[src/rtl/vga_rom_arbiter.sv]
// Shares the single-port glyph/image ROM between the VGA display path (absolute priority)
// and a background req/gnt port, with per-port read-valid strobes and a starvation flag.
module vga_rom_arbiter #(
    parameter int unsigned ROM_LAT      = 1,
    parameter int unsigned STARVE_LIMIT = 800
) (
    input  logic        vga_clk,
    input  logic        rst_n,
    input  logic        disp_req,
    input  logic [5:0]  disp_addr,
    output logic        disp_valid,
    output logic [63:0] disp_data,
    input  logic        bg_req,
    input  logic [5:0]  bg_addr,
    output logic        bg_gnt,
    output logic        bg_valid,
    output logic [63:0] bg_data,
    output logic        bg_starved,
    output logic [5:0]  rom_addr,
    input  logic [63:0] rom_data
);

    localparam logic [11:0] LIMIT = 12'(STARVE_LIMIT);

    logic               w_issue;
    logic [ROM_LAT-1:0] w_tag_v_d;
    logic [ROM_LAT-1:0] w_tag_bg_d;
    logic               w_tail_v;
    logic               w_tail_bg;
    logic [11:0]        w_cnt_d;

    logic [5:0]         r_last_addr;
    logic [ROM_LAT-1:0] r_tag_v;
    logic [ROM_LAT-1:0] r_tag_bg;
    logic               r_bg_valid;
    logic [63:0]        r_bg_data;
    logic [11:0]        r_cnt;
    logic               r_starved;

    // Idle cycles replay the last issued address so the ROM address bus stays quiet.
    always_comb begin
        w_issue = disp_req | bg_req;
        bg_gnt  = bg_req & ~disp_req;
        if (disp_req) begin
            rom_addr = disp_addr;
        end else if (bg_req) begin
            rom_addr = bg_addr;
        end else begin
            rom_addr = r_last_addr;
        end
    end

    if (ROM_LAT == 1) begin : g_tag_lat1
        always_comb begin
            w_tag_v_d  = w_issue;
            w_tag_bg_d = bg_gnt;
        end
    end else begin : g_tag_latn
        always_comb begin
            w_tag_v_d  = {r_tag_v[ROM_LAT-2:0], w_issue};
            w_tag_bg_d = {r_tag_bg[ROM_LAT-2:0], bg_gnt};
        end
    end

    always_comb begin
        w_tail_v   = r_tag_v[ROM_LAT-1];
        w_tail_bg  = r_tag_bg[ROM_LAT-1];
        disp_valid = w_tail_v & ~w_tail_bg;
        disp_data  = rom_data;
        bg_valid   = r_bg_valid;
        bg_data    = r_bg_data;
        bg_starved = r_starved;
    end

    always_comb begin
        w_cnt_d = r_cnt;
        if (!bg_req || bg_gnt) begin
            w_cnt_d = 12'd0;
        end else if (r_cnt < LIMIT) begin
            w_cnt_d = r_cnt + 12'd1;
        end
    end

    always_ff @(posedge vga_clk or negedge rst_n) begin
        if (!rst_n) begin
            r_last_addr <= 6'd0;
            r_tag_v     <= '0;
            r_tag_bg    <= '0;
            r_bg_valid  <= 1'b0;
            r_bg_data   <= 64'd0;
            r_cnt       <= 12'd0;
            r_starved   <= 1'b0;
        end else begin
            if (w_issue) begin
                r_last_addr <= rom_addr;
            end
            r_tag_v    <= w_tag_v_d;
            r_tag_bg   <= w_tag_bg_d;
            r_bg_valid <= w_tail_v & w_tail_bg;
            if (w_tail_v && w_tail_bg) begin
                r_bg_data <= rom_data;
            end
            r_cnt     <= w_cnt_d;
            // Registered from the next count so the flag drops right after the grant edge.
            r_starved <= (w_cnt_d >= LIMIT);
        end
    end

endmodule

[config.mk]
export PLATFORM = sky130hd
export DESIGN_NAME = vga_rom_arbiter
export DESIGN_NICKNAME = d
export VERILOG_FILES = /design/src/rtl/vga_rom_arbiter.sv
export SDC_FILE = /design/constraint.sdc
export NUM_CORES = 1
export LEC_CHECK = 0
export ABC_AREA = 1
export CELL_PAD_IN_SITES_DETAIL_PLACEMENT = 1
export CELL_PAD_IN_SITES_GLOBAL_PLACEMENT = 1
export CORE_ASPECT_RATIO = 0.6
export CORE_MARGIN = 8
export CORE_UTILIZATION = 27
export CTS_CLUSTER_DIAMETER = 30
export DETAILED_ROUTE_END_ITERATION = 10
export PLACE_DENSITY_LB_ADDON = 0.1
export SLEW_MARGIN = 20
export SYNTH_ARGS = -nofsm -noshare
export SYNTH_HDL_FRONTEND = slang
export SYNTH_SLANG_ARGS = --single-unit
[constraint.sdc]
create_clock -name vga_clk -period 2 [get_ports vga_clk]
set_clock_uncertainty 0.2 [all_clocks]
set_input_delay 0.4 -clock vga_clk [delete_from_list [all_inputs] [get_ports vga_clk]]
set_output_delay 0.4 -clock vga_clk [all_outputs]
set_load 0.01 [all_outputs]
; ---- Word-level counts from Yosys, hierarchy flattened
; Index checks and enable logic that the tools add are counted.
; Widths: inputs -> output; s select.
[word_totals]
word_cells = 23
regBits = 86
[op_classes]
n_mux = 4
reduce_logical = 3
addsub = 1
n_bitwise = 6
magnitude_cmp = 2
[ops]
columns = cell, count
row1 = $mux 12, 2
row2 = $add 12x1->12 const B, 1
row3 = $ge 12x10->1 const B, 1
row4 = $lt 12x10->1 const B, 1
row5 = $mux 6, 2
row6 = $and 1x1->1, 3
row7 = $not 1->1, 2
row8 = $logic_and 1x1->1, 1
row9 = $logic_not 1->1, 1
row10 = $logic_or 1x1->1, 1
row11 = $or 1x1->1, 1

; ---- Logic depth before layout (Yosys ltp)
; Gate-level depths: netlist (run 1).
[depth]
depth_word = 5
mapped_depth = 11

; ---- Worst setup path after synthesis (run 1)
; OpenSTA, ideal clock, no wires.
[synth_path]
path_kind = input to output
startpoint = input disp_req
endpoint = output rom_addr[0]
required_time_ps = 1400
slack_ps = 216
path_stages = 4
arrival_time_ps = 1184
path_cell_list = buf_2 > nor2_1 > nand2_1 > nand3_1
[synth_between]
elab_chain_cells = 1
[synth_rtl]
columns = item, line_no
row1 = "start, declared", 9  ; input logic disp_req,
row2 = $mux 6, 44  ; if (disp_req) begin
row3 = "end, declared", 19  ; output logic [5:0] rom_addr,
; No other way between the ends.

; ---- Worst setup path in the final report (run 1)
[layout_path]
startpoint = input bg_req
endpoint = output rom_addr[3]
[layout_between]
elab_chain_cells = 2
[layout_rtl]
columns = item, line_no
row1 = "start, declared", 13  ; input logic bg_req,
row2 = $mux 6, 46  ; end else if (bg_req) begin
row3 = $mux 6, 44
; No other way between the ends.

==> metrics, run 1 <==
status finished clean; cell chain of the critical path clkdlybuf4s15_1, inv_1, nor2_4, buf_4, nand2_1, nand3_1, clkdlybuf4s15_2; max-slew violation count 0; Layout area overhead 68.9%; remaining global-route overflow 0; instance count of the mapped netlist 478; CTS root buf clkbuf_16; count of cell types in the netlist 22; detail-routed net length per standard cell 15.8 um; P per Cell Area 784 nW/um^2; initial antenna violation count 0; Bufs on Longest Clock Path 2; ratio of final minimum period to clock period 0.962; final-report hold violation count 0; number of I/O port buffers 217; Cell Area, Synth 3990 um^2; sequential fraction of the synthesis area 0.540; worst min-delay path category in2reg; number of top-level pins 218; MaxCap Viol Count 0; mean instance size in the synthesized netlist 8.34 um^2; total number of clock tree sinks 86; dominant combinational cell family by area after synthesis simple AND/OR/NAND/NOR gates; endpoint arrival time on the critical path 1.32 ns; multiplexer share of the synthesized area 0; most common flop cell mapped by yosys dfrtp_1; fraction of post-synthesis cell area in the top cell type by area 0.540; largest fanout on the critical path 3; min Tclk post-route 1.92 ns; NumNets Final 789; Mapped Nets 559; clock buffer count from CTS 9; Post-synth top cells 230 x nand2_1, 86 x dfrtp_1, 64 x buf_4, 23 x inv_1, 22 x nand3_1; final core occ 0.466; Std-Cell Rows 34; setup tns final 0 ns; classification of the worst setup path in2out; simple-gate share of the synthesized area 0.285; Global Route Usage Sum 0.151; number of synthesized flops with an enable pin 0; Max rail drop VDD 0.000412 V; wire length of the first global-routing pass 23.0 mm; unrepaired setup endpoints after global routing false; highest achievable clock rate 0.520 GHz; Vert. Die Dim 110 um; top area cells in the synthesized netlist dfrtp_1 54%, nand2_1 22%, buf_4 12%; share of layout cells above drive strength 1 0.163; Setup crit end kind output pin; Setup crit start kind input pin; Detailed Routing Iterations Pass 1 4; Synth Area in Adders 0.00314; number of global-route vias before repair 4208; most frequently used cell type in the post-synthesis netlist nand2_1; Worst path max stage delay 0.23 ns; worst path required time 1.40 ns; slew at the pin closest to its max-slew limit 0.430 ns; H-tree levels 3; clock-pin slew reported for the worst setup and hold paths after clock tree synthesis 0.06 ns; dominant cell type by area after synthesis dfrtp_1; largest net degree at the start of global routing 52; Placer Congestion 0.831; final routed wirelength across all metal layers 14.4 mm; antenna viol nets, final 0; Horiz. Die Dim 173 um; Synth Area in XOR/XNOR 0.00439; core area 14500 um^2; die outline area 19000 um^2; effective utilization at floorplan 0.276; critical path's slowest cell clkdlybuf4s15_2; relative slew slack 0.713; share of synthesized flip-flops with an asynchronous set or reset 1.00; DR DRC count 0; setup-violating endpoint count in the final report 0; Synth Area in Compound Gates 0.00973; leakage power 3.48 nW; clock tree from TritonCTS built; clock latency reported for the late side of the worst-skew pair 0.34 ns; number of DRC markers in iteration 0 186; vias after detailed routing 3774; Via-to-Cell Ratio 4.14; antenna cell count 0; count of warnings emitted by yosys 0; post-DP HPWL 11.2 mm; synthesis-stage register bit count 86
==> where the power goes <==
group	total [mW]	switching, mW	internal (mW)
clock network	1.86	0.726	1.14
logic	1.34	0.589	0.747
registers	2.08	0.120	1.96
==> metrics by stage <==
| stage | hold slack (ns) | instance area [um^2] | setup slack (ns) | total power, mW | instances |
|---|---|---|---|---|---|
| floorplan | -0.0956 | 3990 | 0.216 | 2.57 | 478 |
| global placement | 0.0459 | 6470 | -0.507 | 3.50 | 893 |
| detailed placement | 0.0458 | 6470 | -0.588 | 3.53 | 893 |
| CTS | 0.241 | 6730 | 0.0290 | 5.39 | 910 |
| global route | 0.207 | 6730 | 0.0305 | 5.57 | 911 |
| finish | 0.213 | 6730 | 0.0757 | 5.28 | 911 |
==> worst paths after layout <==
| check | cells after the start | slack, ns | from | endpoint |
|---|---|---|---|---|
| min in group asynchronous | 2 | 0.24 | rst_n | bg_data[28]$_DFFE_PN0P_ |
| worst max-delay path | 7 | 0.08 | bg_req | rom_addr[3] |
| max in group asynchronous | 3 | 0.79 | rst_n | bg_data[33]$_DFFE_PN0P_ |
| worst min register to register | 2 | 0.28 | bg_data[4]$_DFFE_PN0P_ | bg_data[4]$_DFFE_PN0P_ |
| worst min-delay path | 3 | 0.21 | disp_req | r_tag_bg$_DFF_PN0_ |
| worst max register to register | 11 | 0.29 | r_cnt[0]$_DFF_PN0_ | bg_starved$_DFF_PN0_ |
==> worst max-delay path: cells and delay by family <==
kind	cells	cell delay, ns
buffers and inverters	4	0.65
and+or+nand+nor	3	0.29
==> layer usage <==
metal / vias up / global-route usage / routed length, um
met5: - / 0 / 0
met4: 0 / 0.0386 / 85
met3: 6 / 0.0745 / 1410
met2: 153 / 0.229 / 6130
met1: 1769 / 0.191 / 6760
li1: 1846 / - / -
==> cell families after synthesis <==
kind of cell / after synthesis
AND/OR/NAND/NOR: 281
XOR/XNOR: 2
buffers and inverters: 103
flip-flops: 86
AO/OA/AOI/OAI: 5
adder cells (fa/ha/maj): 1
==> final cells by class <==
cell class | instances | area, um^2
fill | 1727 | 7730
tap | 198 | 248
multi-input combinational | 289 | 1210
timing repair buffer | 298 | 2700
clock inverter | 6 | 92.6
inverter | 24 | 90.1
sequential | 86 | 2150
clock buffer | 10 | 239
==> sequential cells by signal, summed over array words and instances (netlist names) <==
signal       cells
bg_data         64
r_cnt           12
r_last_addr      6
bg_starved       1
bg_valid         1
r_tag_bg         1
r_tag_v          1
==> cell usage in the layout, fill, tap and decap left out, types with 2 or more instances in the layout <==
cell type / n
nand3_2: 3
dfrtp_1: 86
inv_6: 2
clkdlybuf4s50_1: 142
dlygate4sd2_1: 66
nand2_4: 2
xor2_1: 2
nand2_1: 229
nor2_4: 2
clkbuf_16: 9
nand3_1: 22
nor2_1: 17
bufinv_16: 2
buf_4: 79
buf_2: 3
clkdlybuf4s15_2: 3
inv_2: 2
nand4_1: 4
clkinvlp_4: 2
inv_1: 22
==> timing repair <==
action                                 CTS  global route
pin swaps                                1             0
gates cloned                             0             0
setup endpoints to repair               72             4
setup buffers                            0             1
endpoints found under the hold margin   59             0
hold buffers                             1             0
gates resized for setup                 90             5
No activity file was read; power rests on OpenSTA's default activity.
==> run 2: changes to the inputs <==
--- a/config.mk
+++ b/config.mk
@@ -7,12 +7,9 @@
 export LEC_CHECK = 0
 export ABC_AREA = 1
-export CELL_PAD_IN_SITES_DETAIL_PLACEMENT = 1
-export CELL_PAD_IN_SITES_GLOBAL_PLACEMENT = 1
 export CORE_ASPECT_RATIO = 0.6
-export CORE_MARGIN = 8
-export CORE_UTILIZATION = 27
+export CORE_UTILIZATION = 39
 export CTS_CLUSTER_DIAMETER = 30
 export DETAILED_ROUTE_END_ITERATION = 10
-export PLACE_DENSITY_LB_ADDON = 0.1
+export PLACE_DENSITY = 0.81
 export SLEW_MARGIN = 20
 export SYNTH_ARGS = -nofsm -noshare
==> constraint.sdc (replaced) <==
create_clock -name vga_clk -period 2 [get_ports vga_clk]
set_clock_uncertainty 0.2 [all_clocks]
set_input_delay 0.3 -clock vga_clk [delete_from_list [all_inputs] [get_ports vga_clk]]
set_output_delay 0.3 -clock vga_clk [all_outputs]
set_load 0.01 [all_outputs]
==> run 2 against run 1 <==
Final area down 7.8%. Worst hold slack better by 0.0083 ns. Sequential share of layout area up 2.7 points. Combinational power down 7%. Global-route usage up 4.4 points. Fmax up 2.4%. Worst setup slack better by 0.045 ns. Largest power group unchanged.
==> metrics, run 2 (synthesis gave the netlist of run 1 again) <==
non-filler cells in the finished layout 781 (-14%); wire length of the first global-routing pass 16.2 mm (-30%); antenna cell count 0 (unchanged); number of fillers in the final layout 821 (-52%); remaining global-route overflow 0 (unchanged); worst min-delay path category in2async; Horiz. Die Dim 133 um (-23%); Bufs on Longest Clock Path 2 (unchanged); effective utilization at floorplan 0.404 (+0.128); multi-input gate area in the final layout 1210 um^2 (-0.41%); share of layout cells above drive strength 1 0.0650 (-0.0977); final-report hold violation count 0 (unchanged); top library cells by usage in the layout, fill and taps aside 229 x nand2_1, 207 x clkdlybuf4s50_1, 86 x dfrtp_1, 22 x inv_1, 22 x nand3_1; P per Cell Area 806 nW/um^2 (+2.8%); initial antenna violation count 0 (unchanged); number of top-level pins 218 (unchanged); NumNets Final 722 (-8.5%); clock buffer count from CTS 9 (unchanged); detail-routed net length per standard cell 13.2 um (-17%); H-tree levels 3 (unchanged); dpl cells 764 (-14%); die outline area 10600 um^2 (-44%); relative slew slack 0.738 (+0.0249); core area 9880 um^2 (-32%); Vert. Die Dim 80.3 um (-27%); number of global-route vias before repair 3421 (-19%); postcts setup bufs 0 (unchanged); Detailed Routing Iterations Pass 1 4 (unchanged); sequential cell area in the final layout 2150 um^2 (unchanged); Power, Total 5.01 mW (-5.2%); ratio of final minimum period to clock period 0.940 (-0.0224); clock tree from TritonCTS built; largest fanout on the critical path 2 (-1); Via-to-Cell Ratio 4.60 (+11%); slew at the pin closest to its max-slew limit 0.393 ns (-0.0373 ns); Layout area overhead 55.7%; Global Route Usage Sum 0.195 (+0.0441); setup-violating endpoint count in the final report 0 (unchanged); MaxCap Viol Count 0 (unchanged); total number of clock tree sinks 86 (unchanged); unrepaired setup endpoints after global routing false; leakage power 3.07 nW (-12%); DR DRC count 0 (unchanged); flip-flop count of the largest register, all copies and words added 64 (unchanged); Max rail drop VDD 0.000456 V (+11%); classification of the worst setup path reg2out; worst path required time 1.50 ns (+0.10 ns); Std-Cell Rows 28 (-18%); largest net degree at the start of global routing 37 (-29%); status finished clean; antenna viol nets, final 0 (unchanged); endpoint arrival time on the critical path 1.38 ns (+0.06 ns); commonest non-fill, non-tap cell in the layout nand2_1; number of I/O port buffers 217 (unchanged); clock-pin slew reported for the worst setup and hold paths after clock tree synthesis 0.06 ns (about the same); highest achievable clock rate 0.532 GHz (+2.4%); final routed wirelength across all metal layers 10.3 mm (-28%); Setup crit end kind output pin; vias after detailed routing 3591 (-4.8%); Placer Congestion 0.846 (+1.8%); max-slew violation count 0 (unchanged); min Tclk post-route 1.88 ns (-0.0449 ns); Setup crit start kind flop; clock latency reported for the late side of the worst-skew pair 0.33 ns (about the same); CTS root buf clkbuf_16; number of DRC markers in iteration 0 205 (+10%); post-DP HPWL 7.82 mm (-30%)
run 2: worst max-delay path, stage by stage (launching register included):
cell	delay, ns
dfrtp_1	0.37
inv_1	0.05
nor2_1	0.09
clkdlybuf4s50_1	0.55
run 2: report_power, final:
group          internal [mW]  leakage (nW)  switching [mW]
Sequential              1.96          1.08           0.121
Combinational          0.720          1.85           0.523
Clock                   1.03         0.144           0.649
Total                   3.71          3.07            1.29
run 2: routing by layer:
layer	global-route usage	wire (um)	share of wire
met1	0.231	4360	0.42
met2	0.335	4950	0.48
met3	0.0657	832	0.081
met4	0.0701	150	0.015
met5	0	0	0
run 2: cell type report:
type / instances / share of cell area
inverters: 24 / 0.0145
repair buffers: 231 / 0.367
clock buffers: 11 / 0.0407
multi-input cells: 289 / 0.195
clock inverters: 5 / 0.00927
well taps: 135 / 0.0272
flip-flops and latches: 86 / 0.347
run 2: through the flow:
stage | setup WS, ns | area [um^2] | hold WS, ns | TNS (ns) | util
after floorplan | 0.416 | 3990 | -0.196 | 0 | -
after global placement | -0.262 | 5900 | 0.0308 | -1.67 | 0.597
after detailed placement | -0.359 | 5900 | 0.0344 | -2.07 | 0.597
after CTS | 0.105 | 6210 | 0.218 | 0 | 0.629
after global routing | 0.0555 | 6210 | 0.258 | 0 | 0.629
final | 0.121 | 6210 | 0.222 | 0 | 0.629
run 2: final timing paths:
path / end / startpoint / slack (ns) / depth (start not counted)
max: disp_valid / r_tag_v$_DFF_PN0_ / 0.12 / 3
max reg2reg: bg_starved$_DFF_PN0_ / r_cnt[0]$_DFF_PN0_ / 0.33 / 8
min: r_last_addr[4]$_DFFE_PN0P_ / rst_n / 0.22 / 2
min in group vga_clk: bg_data[36]$_DFFE_PN0P_ / bg_data[36]$_DFFE_PN0P_ / 0.28 / 2
min reg2reg: bg_data[36]$_DFFE_PN0P_ / bg_data[36]$_DFFE_PN0P_ / 0.28 / 2
max in group asynchronous: bg_data[24]$_DFFE_PN0P_ / rst_n / 0.84 / 3
run 2: repair_timing:
item | in CTS | in global routing
endpoints found under the setup margin | 7 | 0
gates resized for setup | 10 | 0
hold buffers | 1 | 0
hold endpoints to repair | 23 | 0
